[src/rtl/game_state_ctrl.sv]
// -----------------------------------------------------------------------------
// game_state_ctrl
// Top-level game sequencer sitting downstream of the game logic. Walks through
// title, clear (game reset), play, win and lose phases; keeps the game logic in
// reset outside of play, gates the fire button into the game and tells the
// renderer which screen to draw. All outputs are registered and decoded from
// the next state, so they line up with the state register.
//
// Ports
//   clk          in   system clock
//   rst          in   asynchronous active-high reset
//   click        in   fire/start button level (already synchronised)
//   base1_nuked  in   base 1 destroyed flag
//   base2_nuked  in   base 2 destroyed flag
//   base3_nuked  in   base 3 destroyed flag
//   killcount    in   running kill total from the game logic
//   game_rst     out  reset to the game logic (high outside play)
//   playing      out  high in play only
//   screen       out  0 title/clear, 1 play, 2 win, 3 lose
//   bases_alive  out  number of bases not yet nuked
//   score        out  killcount frozen when play ends
//   click_game   out  click forwarded to the game logic
// -----------------------------------------------------------------------------
module game_state_ctrl #(
   parameter int OUT_WIDTH       = 8,
   parameter int KILLS_TO_WIN    = 20,
   parameter int CLEAR_CYCLES    = 16,
   parameter int END_SCREEN_TIME = 200_000_000
) (
   input  logic                 clk,
   input  logic                 rst,
   input  logic                 click,
   input  logic                 base1_nuked,
   input  logic                 base2_nuked,
   input  logic                 base3_nuked,
   input  logic [OUT_WIDTH-1:0] killcount,
   output logic                 game_rst,
   output logic                 playing,
   output logic [1:0]           screen,
   output logic [1:0]           bases_alive,
   output logic [OUT_WIDTH-1:0] score,
   output logic                 click_game
);

   localparam int CW = $clog2(CLEAR_CYCLES) + 1;
   localparam int TW = $clog2(END_SCREEN_TIME) + 1;
   localparam logic [CW-1:0]        CLR_LAST = CW'(CLEAR_CYCLES - 1);
   localparam logic [TW-1:0]        TMR_END  = TW'(END_SCREEN_TIME);
   localparam logic [OUT_WIDTH-1:0] KILLS    = OUT_WIDTH'(KILLS_TO_WIN);

   typedef enum logic [2:0] {
      ST_TITLE, ST_CLEAR, ST_PLAY, ST_WIN, ST_LOSE
   } state_t;

   state_t                 state_q, state_d;
   logic                   click_q;
   logic [2:0]             nuked_q, nuked_d;
   logic [CW-1:0]          cnt_q, cnt_d;
   logic [TW-1:0]          tmr_q, tmr_d;
   logic                   arm_q, arm_d;
   logic [OUT_WIDTH-1:0]   score_q, score_d;
   logic                   game_rst_q, playing_q, click_game_q;
   logic [1:0]             screen_q, bases_q;

   logic                   click_rise;
   logic [1:0]             dead;
   logic [1:0]             screen_d;

   assign click_rise = click & ~click_q;

   always_comb begin
      state_d = state_q;
      nuked_d = nuked_q;
      cnt_d   = cnt_q;
      tmr_d   = tmr_q;
      arm_d   = arm_q;
      score_d = score_q;

      case (state_q)
         ST_TITLE: if (click_rise) state_d = ST_CLEAR;
         ST_CLEAR: begin
            if (cnt_q == CLR_LAST) state_d = ST_PLAY;
            else                   cnt_d   = cnt_q + 1'b1;
         end
         ST_PLAY: begin
            nuked_d = nuked_q | {base3_nuked, base2_nuked, base1_nuked};
            // Arm only once the button has been seen released in play.
            if (!click) arm_d = 1'b1;
            if (&nuked_d)                state_d = ST_LOSE;
            else if (killcount >= KILLS) state_d = ST_WIN;
         end
         ST_WIN, ST_LOSE: begin
            // Timer saturates at the end value; clicks only count after that.
            if (tmr_q != TMR_END)    tmr_d   = tmr_q + 1'b1;
            else if (click_rise)     state_d = ST_CLEAR;
         end
         default: state_d = ST_TITLE;
      endcase

      if (state_d == ST_CLEAR && state_q != ST_CLEAR) begin
         cnt_d   = '0;
         nuked_d = '0;
         arm_d   = 1'b0;
      end
      if (state_q == ST_PLAY && state_d != ST_PLAY) begin
         arm_d   = 1'b0;
         tmr_d   = '0;
         score_d = killcount;
      end
   end

   always_comb begin
      dead = {1'b0, nuked_d[0]} + {1'b0, nuked_d[1]} + {1'b0, nuked_d[2]};
      case (state_d)
         ST_PLAY: screen_d = 2'd1;
         ST_WIN:  screen_d = 2'd2;
         ST_LOSE: screen_d = 2'd3;
         default: screen_d = 2'd0;
      endcase
   end

   always_ff @(posedge clk or posedge rst) begin
      if (rst) begin
         state_q      <= ST_TITLE;
         click_q      <= 1'b0;
         nuked_q      <= '0;
         cnt_q        <= '0;
         tmr_q        <= '0;
         arm_q        <= 1'b0;
         score_q      <= '0;
         game_rst_q   <= 1'b1;
         playing_q    <= 1'b0;
         screen_q     <= 2'd0;
         bases_q      <= 2'd3;
         click_game_q <= 1'b0;
      end else begin
         state_q      <= state_d;
         click_q      <= click;
         nuked_q      <= nuked_d;
         cnt_q        <= cnt_d;
         tmr_q        <= tmr_d;
         arm_q        <= arm_d;
         score_q      <= score_d;
         game_rst_q   <= (state_d != ST_PLAY);
         playing_q    <= (state_d == ST_PLAY);
         screen_q     <= screen_d;
         bases_q      <= 2'd3 - dead;
         click_game_q <= click & arm_d & (state_d == ST_PLAY);
      end
   end

   assign game_rst    = game_rst_q;
   assign playing     = playing_q;
   assign screen      = screen_q;
   assign bases_alive = bases_q;
   assign score       = score_q;
   assign click_game  = click_game_q;

endmodule

[config.mk]
export PLATFORM = sky130hd
export DESIGN_NAME = game_state_ctrl
export DESIGN_NICKNAME = d
export VERILOG_FILES = /design/src/rtl/game_state_ctrl.sv
export SDC_FILE = /design/constraint.sdc
export NUM_CORES = 1
export LEC_CHECK = 0
export BUFFER_PORTS_ARGS = -buffer_cell sky130_fd_sc_hd__buf_2
export CORE_MARGIN = 2
export CORE_UTILIZATION = 45
export DETAILED_ROUTE_END_ITERATION = 16
export PLACE_DENSITY_LB_ADDON = 0.05
export REMOVE_ABC_BUFFERS = 1
export SYNTH_ARGS = -nofsm -noshare
export SYNTH_HDL_FRONTEND = slang
export SYNTH_SLANG_ARGS = --single-unit
[constraint.sdc]
create_clock -name clk -period 6.9 [get_ports clk]
set_clock_uncertainty 0.1 [all_clocks]
set_input_delay 0 -clock clk [delete_from_list [all_inputs] [get_ports clk]]
set_output_delay 0 -clock clk [all_outputs]
set_load 0.1 [all_outputs]
==> results.json, run 1 <==
{
  "critPathRequiredTime_ns": 7.07,
  "nNetsFinal": 347,
  "power_frac_seq_pct": 34.9,
  "synth_top_family_by_area": "simple AND/OR/NAND/NOR gates",
  "drive_gt1_share_pct": 18.62,
  "ys_seq_elements": 57,
  "async_reset_ff_share_pct": 100.0,
  "layout_setup_ws_ns": 4.118,
  "r2r-start": "cnt_q[0]",
  "cts_sinks": 57,
  "htree_levels": 3,
  "combPwrFrac_pct": 40.3,
  "ys_top_cells_by_area": "dfrtp_1 (46%), xnor2_1 (4.2%), a21oi_1 (3.8%)",
  "synth_warnings": 0,
  "clkLatencyLatePin_ns": 0.33,
  "place_ws_ns": 4.141,
  "peakVddDrop_uv": 343.1,
  "hp-class": "input pin to flip-flop",
  "dr_total_vias": 2302,
  "die_h_um": 84.37,
  "outcome": "complete, no violations",
  "r2r_cells": 9,
  "total_power_mw": 1.355,
  "muxShareOfSynthArea_pct": 3.788,
  "timing.rr.end": "bases_alive[0]",
  "stdcell_area_sq_mm": 0.003438,
  "power_frac_clock_pct": 24.8,
  "critPathMaxFanout": 12,
  "synth_area_sq_mm": 0.002907,
  "path_buf_inv": 2,
  "internal_power_uw": 754.0,
  "path_class": "input pin to flip-flop",
  "whs_path_depth": 2,
  "ys.flop_type": "dfrtp_1",
  "fmax_ghz": 0.3594,
  "wl_met2_um": 3119,
  "postCtsSetupBuffers": 0,
  "post-route-min-period_ns": 2.782,
  "grt_pass1_wl_um": 10880,
  "hold_viol": 0,
  "diodes": 0,
  "drc": 0,
  "path_depth": 8,
  "grt_max_degree": 58,
  "maxCapViolations": 0,
  "via_per_inst": 5.615,
  "die_w_um": 84.37,
  "grt_setup_unrepaired": "false",
  "netSwitchingPower_uw": 601.4,
  "slew-limit-headroom_pct": 21.59,
  "yosys.area_share.simple_pct": 23.03,
  "core_area_sq_mm": 0.006314,
  "pwr_density_cell_mw_per_mm2": 394.2,
  "final_max_slew_viol_count": 0,
  "synth_edf_count": 0,
  "post_drt_wl_per_cell_um": 15.33,
  "worstSetupEndpoint": "bases_alive[0]",
  "crit_chain": "dlygate4sd3_1 -> buf_2 -> o21ai_0 -> nor4b_1 -> o22ai_1 -> o22a_1 -> a21o_1 -> fa_1",
  "clockRootBuffer": "clkbuf_8",
  "netlist_instances": 289,
  "grt_pass1_vias": 2272,
  "cts_tree": "built",
  "yosysUniqueCellTypes": 51,
  "ant_nets": 0,
  "setup.worst_path.start_class": "input pin",
  "period_share_pct": 40.32,
  "worst_path_largest_cell_delay_ns": 0.62,
  "drt-met1-wl_um": 2907,
  "avgSynthCellArea_sq_um": 10.06,
  "tightest_slew_ns": 1.173,
  "synth_top_area_share_pct": 46.49,
  "drt_iter0_markers": 127,
  "dieArea_sq_mm": 0.007117,
  "tns_ns": 0,
  "gp_congestion": 0.7639,
  "top_layer": "met4",
  "timing.reg2reg.setup_slack_ns": 4.12,
  "crit_family": "compound AO/OA/AOI/OAI gates",
  "cts_buffers": 9,
  "placed_cell_area_sq_mm": 0.003098,
  "crit_slowest_cell": "nor4b_1",
  "dpl.hpwl_um": 4104,
  "clk_pin_slew_ns": 0.06,
  "fillers": 578,
  "cts_resized": 0,
  "synth_compound_area_share_pct": 11.80,
  "syn_to_final_growth_pct": 18.30,
  "synth_fa_ha_area_share_pct": 2.411,
  "io_buffers": 28,
  "wl_met3_um": 166,
  "yosysTopAreaCell": "dfrtp_1",
  "clockBufferDepth": 2,
  "placementRows": 29,
  "seq_area_frac_synth_pct": 49.20,
  "crit_arrival_ns": 2.95,
  "endpoint_kind": "flip-flop",
  "synthXorXnorAreaFrac_pct": 6.328,
  "grt_antenna_before_repair": 0,
  "ios": 29,
  "routed_wl_um": 6286,
  "startpoint": "killcount[2]",
  "swShare_pct": 44.37,
  "grt_usage_pct": 19.31,
  "grt-ovfl-total": 0,
  "initial_core_util_pct": 46.04,
  "p_leak_nw": 1.458,
  "first_pass_iters": 4,
  "setup_viol_count_final": 0
}
-- power by group through the flow --
stage | sequential [mW] | combinational [mW] | clock, mW
CTS | 0.472 | 0.554 | 0.344
global route | 0.484 | 0.587 | 0.359
detailed placement | 0.478 | 0.544 | 0
floorplan | 0.684 | 0.227 | 0
finish | 0.473 | 0.547 | 0.335
global placement | 0.475 | 0.538 | 0
-- synthesized netlist by cell type (2+ instances only) --
| cell type | instances |
|---|---|
| o21ai_0 | 9 |
| or3_1 | 7 |
| mux2i_1 | 2 |
| xor2_1 | 7 |
| nor3_1 | 12 |
| nor4b_1 | 4 |
| and3_1 | 3 |
| dfrtp_1 | 54 |
| nor4_1 | 4 |
| nor2b_1 | 3 |
| buf_2 | 5 |
| o211ai_1 | 2 |
| o22ai_1 | 4 |
| nor2_1 | 26 |
| o22a_1 | 2 |
| ha_1 | 4 |
| xnor2_1 | 14 |
| nand2b_1 | 3 |
| dfstp_2 | 3 |
| clkbuf_1 | 9 |
| mux2_2 | 3 |
| a21oi_1 | 22 |
| a21o_1 | 3 |
| nand2_1 | 14 |
| mux2_1 | 5 |
| inv_1 | 9 |
| o21ai_2 | 2 |
| nand4_1 | 12 |
| or4_1 | 4 |
| nand3_1 | 9 |
| o31ai_1 | 5 |
| and4_1 | 5 |
-- registers in the layout, indices dropped and copies added, names as in the netlist --
register     count
tmr_q           29
score            8
cnt_q            5
nuked_q          3
state_q          3
bases_alive      2
screen           2
arm_q            1
click_game       1
click_q          1
game_rst         1
playing          1
-- worst min-delay path by stage --
stage	slack (ns)	start	end
3_5_place_dp	0.06	click	click_q
5_1_grt	0.26	click	click_q
3_3_place_gp	0.06	click	click_q
6_report	0.27	click	click_q
4_1_cts	0.25	click	click_q
2_1_floorplan	-0.07	click	click_q
-- layout by cell type (no fill, tap or decap), drive strengths merged, types with 4 or more instances in the layout --
cell type    instances
a21oi               23
and4                 5
buf                 30
clkbuf              10
dfrtp               54
dlygate4sd3         13
ha                   4
inv                  9
mux2                 8
nand2               14
nand3                9
nand4               13
nor2                26
nor3                12
nor4                 5
nor4b                5
o21ai               12
o22ai                4
o31ai                5
or3                  7
or4                  5
xnor2               14
xor2                 7
-- worst reg2reg max path, cell delays in order (launching register included) --
cell,delay [ns]
dfrtp_1,0.41
ha_1,0.22
and3_1,0.18
ha_1,0.21
nand2b_1,0.08
a22oi_1,0.10
o22ai_1,0.33
o22a_1,0.44
a21o_1,0.20
fa_1,0.43
-- per-stage QoR --
step                      std cells  hold WS (ns)  util (%)
after floorplan                 274      -0.06857         -
after global placement          381       0.06062     49.07
after detailed placement        381       0.06248     49.07
after CTS                       410        0.2526     54.46
after global routing            410        0.2628     54.46
final                           410        0.2702     54.46
-- what timing repair did --
| action | CTS | global route |
|---|---|---|
| endpoints found under the hold margin | 68 | 0 |
| endpoints found under the setup margin | 0 | 0 |
| hold buffers | 13 | 0 |
-- metal layers --
| layer | track usage (%) | up-vias |
|---|---|---|
| met4 | 7.359 | 0 |
| met3 | 4.818 | 9 |
| met5 | 0 | - |
| met2 | 32.54 | 31 |
| li1 | - | 1138 |
| met1 | 24.05 | 1124 |
-- kinds of logic after synthesis --
group | count (synthesis)
simple gates | 116
flops | 57
compound gates | 56
buf+inv | 24
xor+xnor | 21
mux | 10
fa+ha+maj | 5
-- layout make-up --
| class | instances | area (sq um) | area share [%] |
|---|---|---|---|
| sequential | 57 | 1430 | 41.59 |
| multi-input combinational | 208 | 1383 | 40.21 |
| tap | 77 | 96.34 | 2.802 |
| clock inverter | 6 | 82.58 | 2.402 |
| clock buffer | 10 | 127.6 | 3.712 |
| inverter | 9 | 33.78 | 0.9825 |
| timing repair buffer | 43 | 285.3 | 8.297 |
Power figures use the tool's default switching activity.
==> inputs of run 2 (changes only) <==
--- a/config.mk
+++ b/config.mk
@@ -5,6 +5,7 @@
 export SDC_FILE = /design/constraint.sdc
 export NUM_CORES = 1
 export LEC_CHECK = 0
+export ABC_AREA = 1
 export BUFFER_PORTS_ARGS = -buffer_cell sky130_fd_sc_hd__buf_2
 export CORE_MARGIN = 2
 export CORE_UTILIZATION = 45
==> constraint.sdc (replaced) <==
create_clock -name clk -period 2.3 [get_ports clk]
set_clock_uncertainty 0.1 [all_clocks]
set_input_delay 0 -clock clk [delete_from_list [all_inputs] [get_ports clk]]
set_output_delay 0 -clock clk [all_outputs]
set_load 0.1 [all_outputs]
==> results.json, run 2 <==
{
  "avgSynthCellArea_sq_um": 8.024,
  "ys.flop_type": "dfrtp_1",
  "ys_top_cells_by_area": "dfrtp_1 (43%), nand2_1 (10%), inv_1 (7.8%)",
  "ios": 29,
  "gp_congestion": 0.7945,
  "grt_max_degree": 58,
  "crit_arrival_ns": 2.38,
  "via_per_inst": 4.731,
  "hold_ws_ns": -0.005792,
  "endpoint_kind": "flip-flop",
  "grt_usage_pct": 18.51,
  "clkLatencyLatePin_ns": 0.34,
  "synth_commonest_cells": "nand2_1 (85), inv_1 (65), nor2_1 (64)",
  "syn_to_final_growth_pct": 22.83,
  "critPathRequiredTime_ns": 2.48,
  "drt-met1-wl_um": 3052,
  "pwr_density_cell_mw_per_mm2": 1321,
  "synth_compound_area_share_pct": 4.038,
  "critPathMaxFanout": 4,
  "setup.worst_path.start_class": "flip-flop",
  "dpl.hpwl_um": 4590,
  "clockRootBuffer": "clkbuf_8",
  "io_buffers": 28,
  "synth_area_sq_mm": 0.003129,
  "grt_antenna_before_repair": 0,
  "yosysTopAreaCell": "dfrtp_1",
  "grt_pass1_vias": 2472,
  "cts_buffers": 9,
  "htree_levels": 3,
  "top_layer": "met4",
  "post_drt_wl_per_cell_um": 12.07,
  "post-route-min-period_ns": 2.194,
  "outcome": "finished, violations left",
  "grt_pass1_wl_um": 10900,
  "muxShareOfSynthArea_pct": 0,
  "maxCapViolations": 0,
  "synth_fa_ha_area_share_pct": 2.239,
  "period_share_pct": 95.40,
  "wl_met3_um": 203,
  "seq_area_frac_synth_pct": 45.70,
  "wl_met2_um": 3085,
  "diodes": 0,
  "grt-ovfl-total": 0,
  "die_w_um": 87.39,
  "synthXorXnorAreaFrac_pct": 5.598,
  "core_area_sq_mm": 0.006756,
  "cts_tree": "built",
  "whs_path_depth": 5,
  "synth_top_area_share_pct": 43.18,
  "yosys.area_share.simple_pct": 32.03,
  "die_h_um": 87.39,
  "synth_top_family_by_area": "simple AND/OR/NAND/NOR gates",
  "async_reset_ff_share_pct": 100.0,
  "clockBufferDepth": 2,
  "path_class": "flip-flop to flip-flop",
  "drive_gt1_share_pct": 22.64,
  "synth.most_common_cell": "nand2_1",
  "hp-class": "input pin to flip-flop",
  "drc": 0,
  "grt_setup_unrepaired": "true",
  "p_leak_nw": 2.030,
  "clk_pin_slew_ns": 0.07,
  "slew-limit-headroom_pct": 51.70,
  "setup_viol_count_final": 0,
  "ant_nets": 0,
  "synth_warnings": 0,
  "final_cell_mix": "nand2_1 (83), inv_1 (63), nor2_1 (62)",
  "ys_seq_elements": 57,
  "fmax_ghz": 0.4557,
  "initial_core_util_pct": 46.31,
  "regMostFlops": "tmr_q",
  "final_common_cell": "nand2_1",
  "largest_reg_flops": 29,
  "dr_total_vias": 2531,
  "final_max_slew_viol_count": 0,
  "synth_edf_count": 0,
  "fillers": 631,
  "drt_iter0_markers": 114,
  "tns_ns": 0,
  "yosysUniqueCellTypes": 37,
  "placementRows": 30,
  "r2r_cells": 12,
  "hold_viol": 1,
  "first_pass_iters": 4,
  "peakVddDrop_uv": 571.7,
  "total_power_mw": 5.077,
  "dieArea_sq_mm": 0.007637,
  "routed_wl_um": 6458,
  "cts_sinks": 57,
  "nNetsFinal": 469,
  "violations": "hold timing",
  "netlist_instances": 390,
  "tightest_slew_ns": 0.7245
}
[run 2: final timing paths]
check,start,to,slack [ns]
hold / removal,base2_nuked,nuked_q[1],-0.006
min in group asynchronous,rst,score[6],0.29
setup reg to reg,cnt_q[0],bases_alive[0],0.11
hold reg to reg,score[4],score[4],0.38
max in group asynchronous,rst,tmr_q[5],1.32
setup / recovery,cnt_q[0],bases_alive[0],0.11
[run 2: final cells by class]
cell class,instances,area (sq um),area share (%)
Tap cell,80,100.1,2.604
Inverter,71,274.0,7.129
Clock inverter,5,127.6,3.320
Timing Repair Buffer,53,370.4,9.635
Multi-Input combinational cell,258,1410,36.69
Sequential cell,57,1430,37.21
Clock buffer,11,131.4,3.418
[run 2: logic make-up after synthesis]
group	Yosys count
compound gates	19
xor+xnor	20
fa+ha+maj	5
buf+inv	75
flops	57
simple gates	214
[run 2: routing by layer]
metal,global-route usage [%],up-vias
met4,7.552,0
met5,0,-
met3,4.076,12
met2,29.89,35
met1,24.03,1168
li1,-,1316
[run 2: critical path, stage by stage (launching register included)]
cell and delay [ns]:
dfrtp_1 0.38, ha_1 0.15, inv_1 0.05, nor2_1 0.10, ha_2 0.18, inv_1 0.04, nand2_2 0.09, nand3_2 0.09
a21oi_4 0.14, o21ai_2 0.10, nand3b_4 0.11, nand2_2 0.07, fa_1 0.54
[run 2: repair_timing]
action	4_1_cts	5_1_grt
gates resized for setup	0	11
buffers inserted	0	0
hold endpoints to repair	67	0
hold buffers	12	0
setup endpoints to repair	0	28
[run 2: metrics by stage]
stage	setup WS [ns]	std cells	instance area, sq um	utilization, %
6_report	0.1057	535	3844	56.89
5_1_grt	-0.05302	535	3844	56.89
4_1_cts	0.04561	535	3805	56.31
3_5_place_dp	0.06182	507	3426	50.70
3_3_place_gp	0.1287	507	3426	50.70
2_1_floorplan	0.1422	386	3075	-
[run 2: where the power goes]
group          internal [mW]  switching (mW)
logic                  0.708            1.42
registers               1.39           0.317
clock network          0.830           0.413
total                   2.93            2.15
==> inputs of run 3 (changes only) <==
--- a/config.mk
+++ b/config.mk
@@ -5,7 +5,6 @@
 export SDC_FILE = /design/constraint.sdc
 export NUM_CORES = 1
 export LEC_CHECK = 0
-export ABC_AREA = 1
 export BUFFER_PORTS_ARGS = -buffer_cell sky130_fd_sc_hd__buf_2
 export CORE_MARGIN = 2
 export CORE_UTILIZATION = 45
==> results.json, run 3 (synthesis results as in run 1) <==
{
  "hp-class": "input pin to asynchronous set/reset pin",
  "endpoint_kind": "flip-flop",
  "p_leak_nw": 1.756,
  "nNetsFinal": 404,
  "setup_viol_count_final": 1,
  "syn_to_final_growth_pct": 35.64,
  "grt_usage_pct": 20.88,
  "core_area_sq_mm": 0.006314,
  "diodes": 0,
  "grt_antenna_before_repair": 0,
  "dieArea_sq_mm": 0.007117,
  "cts_sinks": 57,
  "violations": "setup timing",
  "setup.worst_path.start_class": "flip-flop",
  "final_max_slew_viol_count": 0,
  "drc": 0,
  "io_buffers": 28,
  "hold_ws_ns": 0.04439,
  "post_drt_wl_per_cell_um": 14.89,
  "peakVddDrop_uv": 1133,
  "gp_congestion": 0.7620,
  "routed_wl_um": 6953,
  "drt_iter0_markers": 83,
  "final_common_cell": "buf_4",
  "drive_gt1_share_pct": 32.56,
  "dpl.hpwl_um": 4648,
  "cts_tree": "built",
  "timing.reg2reg.setup_slack_ns": -0.04,
  "grt_setup_unrepaired": "true",
  "grt_pass1_vias": 2453,
  "clk_pin_slew_ns": 0.07,
  "clockRootBuffer": "clkbuf_8",
  "period_share_pct": 101.9,
  "outcome": "finished, violations left",
  "final_cell_mix": "buf_4 (58), dfrtp_1 (54), buf_2 (28)",
  "largest_reg_flops": 29,
  "tns_ns": -0.04365,
  "slew-limit-headroom_pct": 66.88,
  "placementRows": 29,
  "die_h_um": 84.37,
  "grt_max_degree": 30,
  "r2r_cells": 9,
  "first_pass_iters": 4,
  "hold_viol": 0,
  "critPathMaxFanout": 4,
  "clockBufferDepth": 2,
  "dr_total_vias": 2474,
  "fin_util_pct": 62.45,
  "grt_pass1_wl_um": 11560,
  "clkLatencyLatePin_ns": 0.34,
  "path_class": "flip-flop to flip-flop",
  "post-route-min-period_ns": 2.344,
  "regMostFlops": "tmr_q",
  "critPathRequiredTime_ns": 2.49,
  "via_per_inst": 5.298,
  "maxCapViolations": 0,
  "die_w_um": 84.37,
  "fillers": 554,
  "crit_arrival_ns": 2.53,
  "fmax_ghz": 0.4267,
  "tightest_slew_ns": 0.4923,
  "htree_levels": 3,
  "initial_core_util_pct": 46.04,
  "ant_nets": 0,
  "stdcell_area_sq_mm": 0.003943,
  "cts_buffers": 9,
  "placed_cell_area_sq_mm": 0.003488,
  "pwr_density_cell_mw_per_mm2": 1125,
  "ios": 29,
  "grt-ovfl-total": 0,
  "layout_setup_ws_ns": -0.04365
}
==> run 3: cell types whose count changed in the layout (fill, tap and decap cells not counted), sizes merged, moves of 17 or more <==
cell / previous run / this run
nand2: 94 / 14
inv: 71 / 9
buf: 41 / 87
nor2: 68 / 26
a21oi: 3 / 23
nand3: 26 / 9
==> run 3: area by class of cell <==
cell class | count | area (sq um) | area share [%]
Clock buffer | 13 | 148.9 | 3.777
Sequential cell | 57 | 1430 | 36.27
Inverter | 9 | 33.78 | 0.8569
Tap cell | 77 | 96.34 | 2.444
Timing Repair Buffer | 100 | 716.9 | 18.18
Clock inverter | 3 | 40.04 | 1.016
Multi-Input combinational cell | 208 | 1476 | 37.45
==> run 3: metal layers <==
| metal | global-route usage [%] | up-vias | share of wire (%) |
|---|---|---|---|
| li1 | - | 1250 | - |
| met1 | 26.05 | 1189 | 46 |
| met2 | 35.43 | 27 | 50 |
| met3 | 5.113 | 8 | 2.4 |
| met4 | 7.504 | 0 | 1.3 |
| met5 | 0 | - | 0 |
==> run 3: timing repair <==
| action | CTS | global route |
|---|---|---|
| setup endpoints to repair | 5 | 11 |
| gates resized for setup | 10 | 6 |
| hold buffers | 13 | 0 |
| hold endpoints to repair | 69 | 0 |
| setup buffers | 3 | 2 |
| pin swaps | 9 | 4 |
==> run 3: power by group <==
group	internal (mW)	total (mW)	switching (mW)
clock	0.527	0.921	0.394
combinational	0.763	2.14	1.37
sequential	1.24	1.38	0.141
==> run 3: metrics by stage <==
step | power [mW] | worst slack (ns) | instances
final | 4.435 | -0.04365 | 467
after global routing | 4.694 | -0.1625 | 467
after CTS | 4.389 | -0.03384 | 465
after detailed placement | 3.354 | -0.1419 | 433
after global placement | 3.317 | -0.08979 | 433
after floorplan | 2.733 | -2.187 | 274
==> run 3: final timing paths <==
kind / start / end
setup reg to reg: cnt_q[1] / bases_alive[0]
hold / removal: rst / score[5]
max in group asynchronous: rst / bases_alive[1]
setup / recovery: cnt_q[1] / bases_alive[0]
hold reg to reg: score[7] / score[7]
min in group clk: click / click_q
==> run 3: critical path: stages, from the launching register on <==
cell,delay (ns)
dfrtp_1,0.35
ha_2,0.18
and3_4,0.18
ha_4,0.13
nand2b_1,0.06
a22oi_2,0.20
o22ai_2,0.10
o22a_1,0.26
a21o_1,0.19
fa_1,0.53
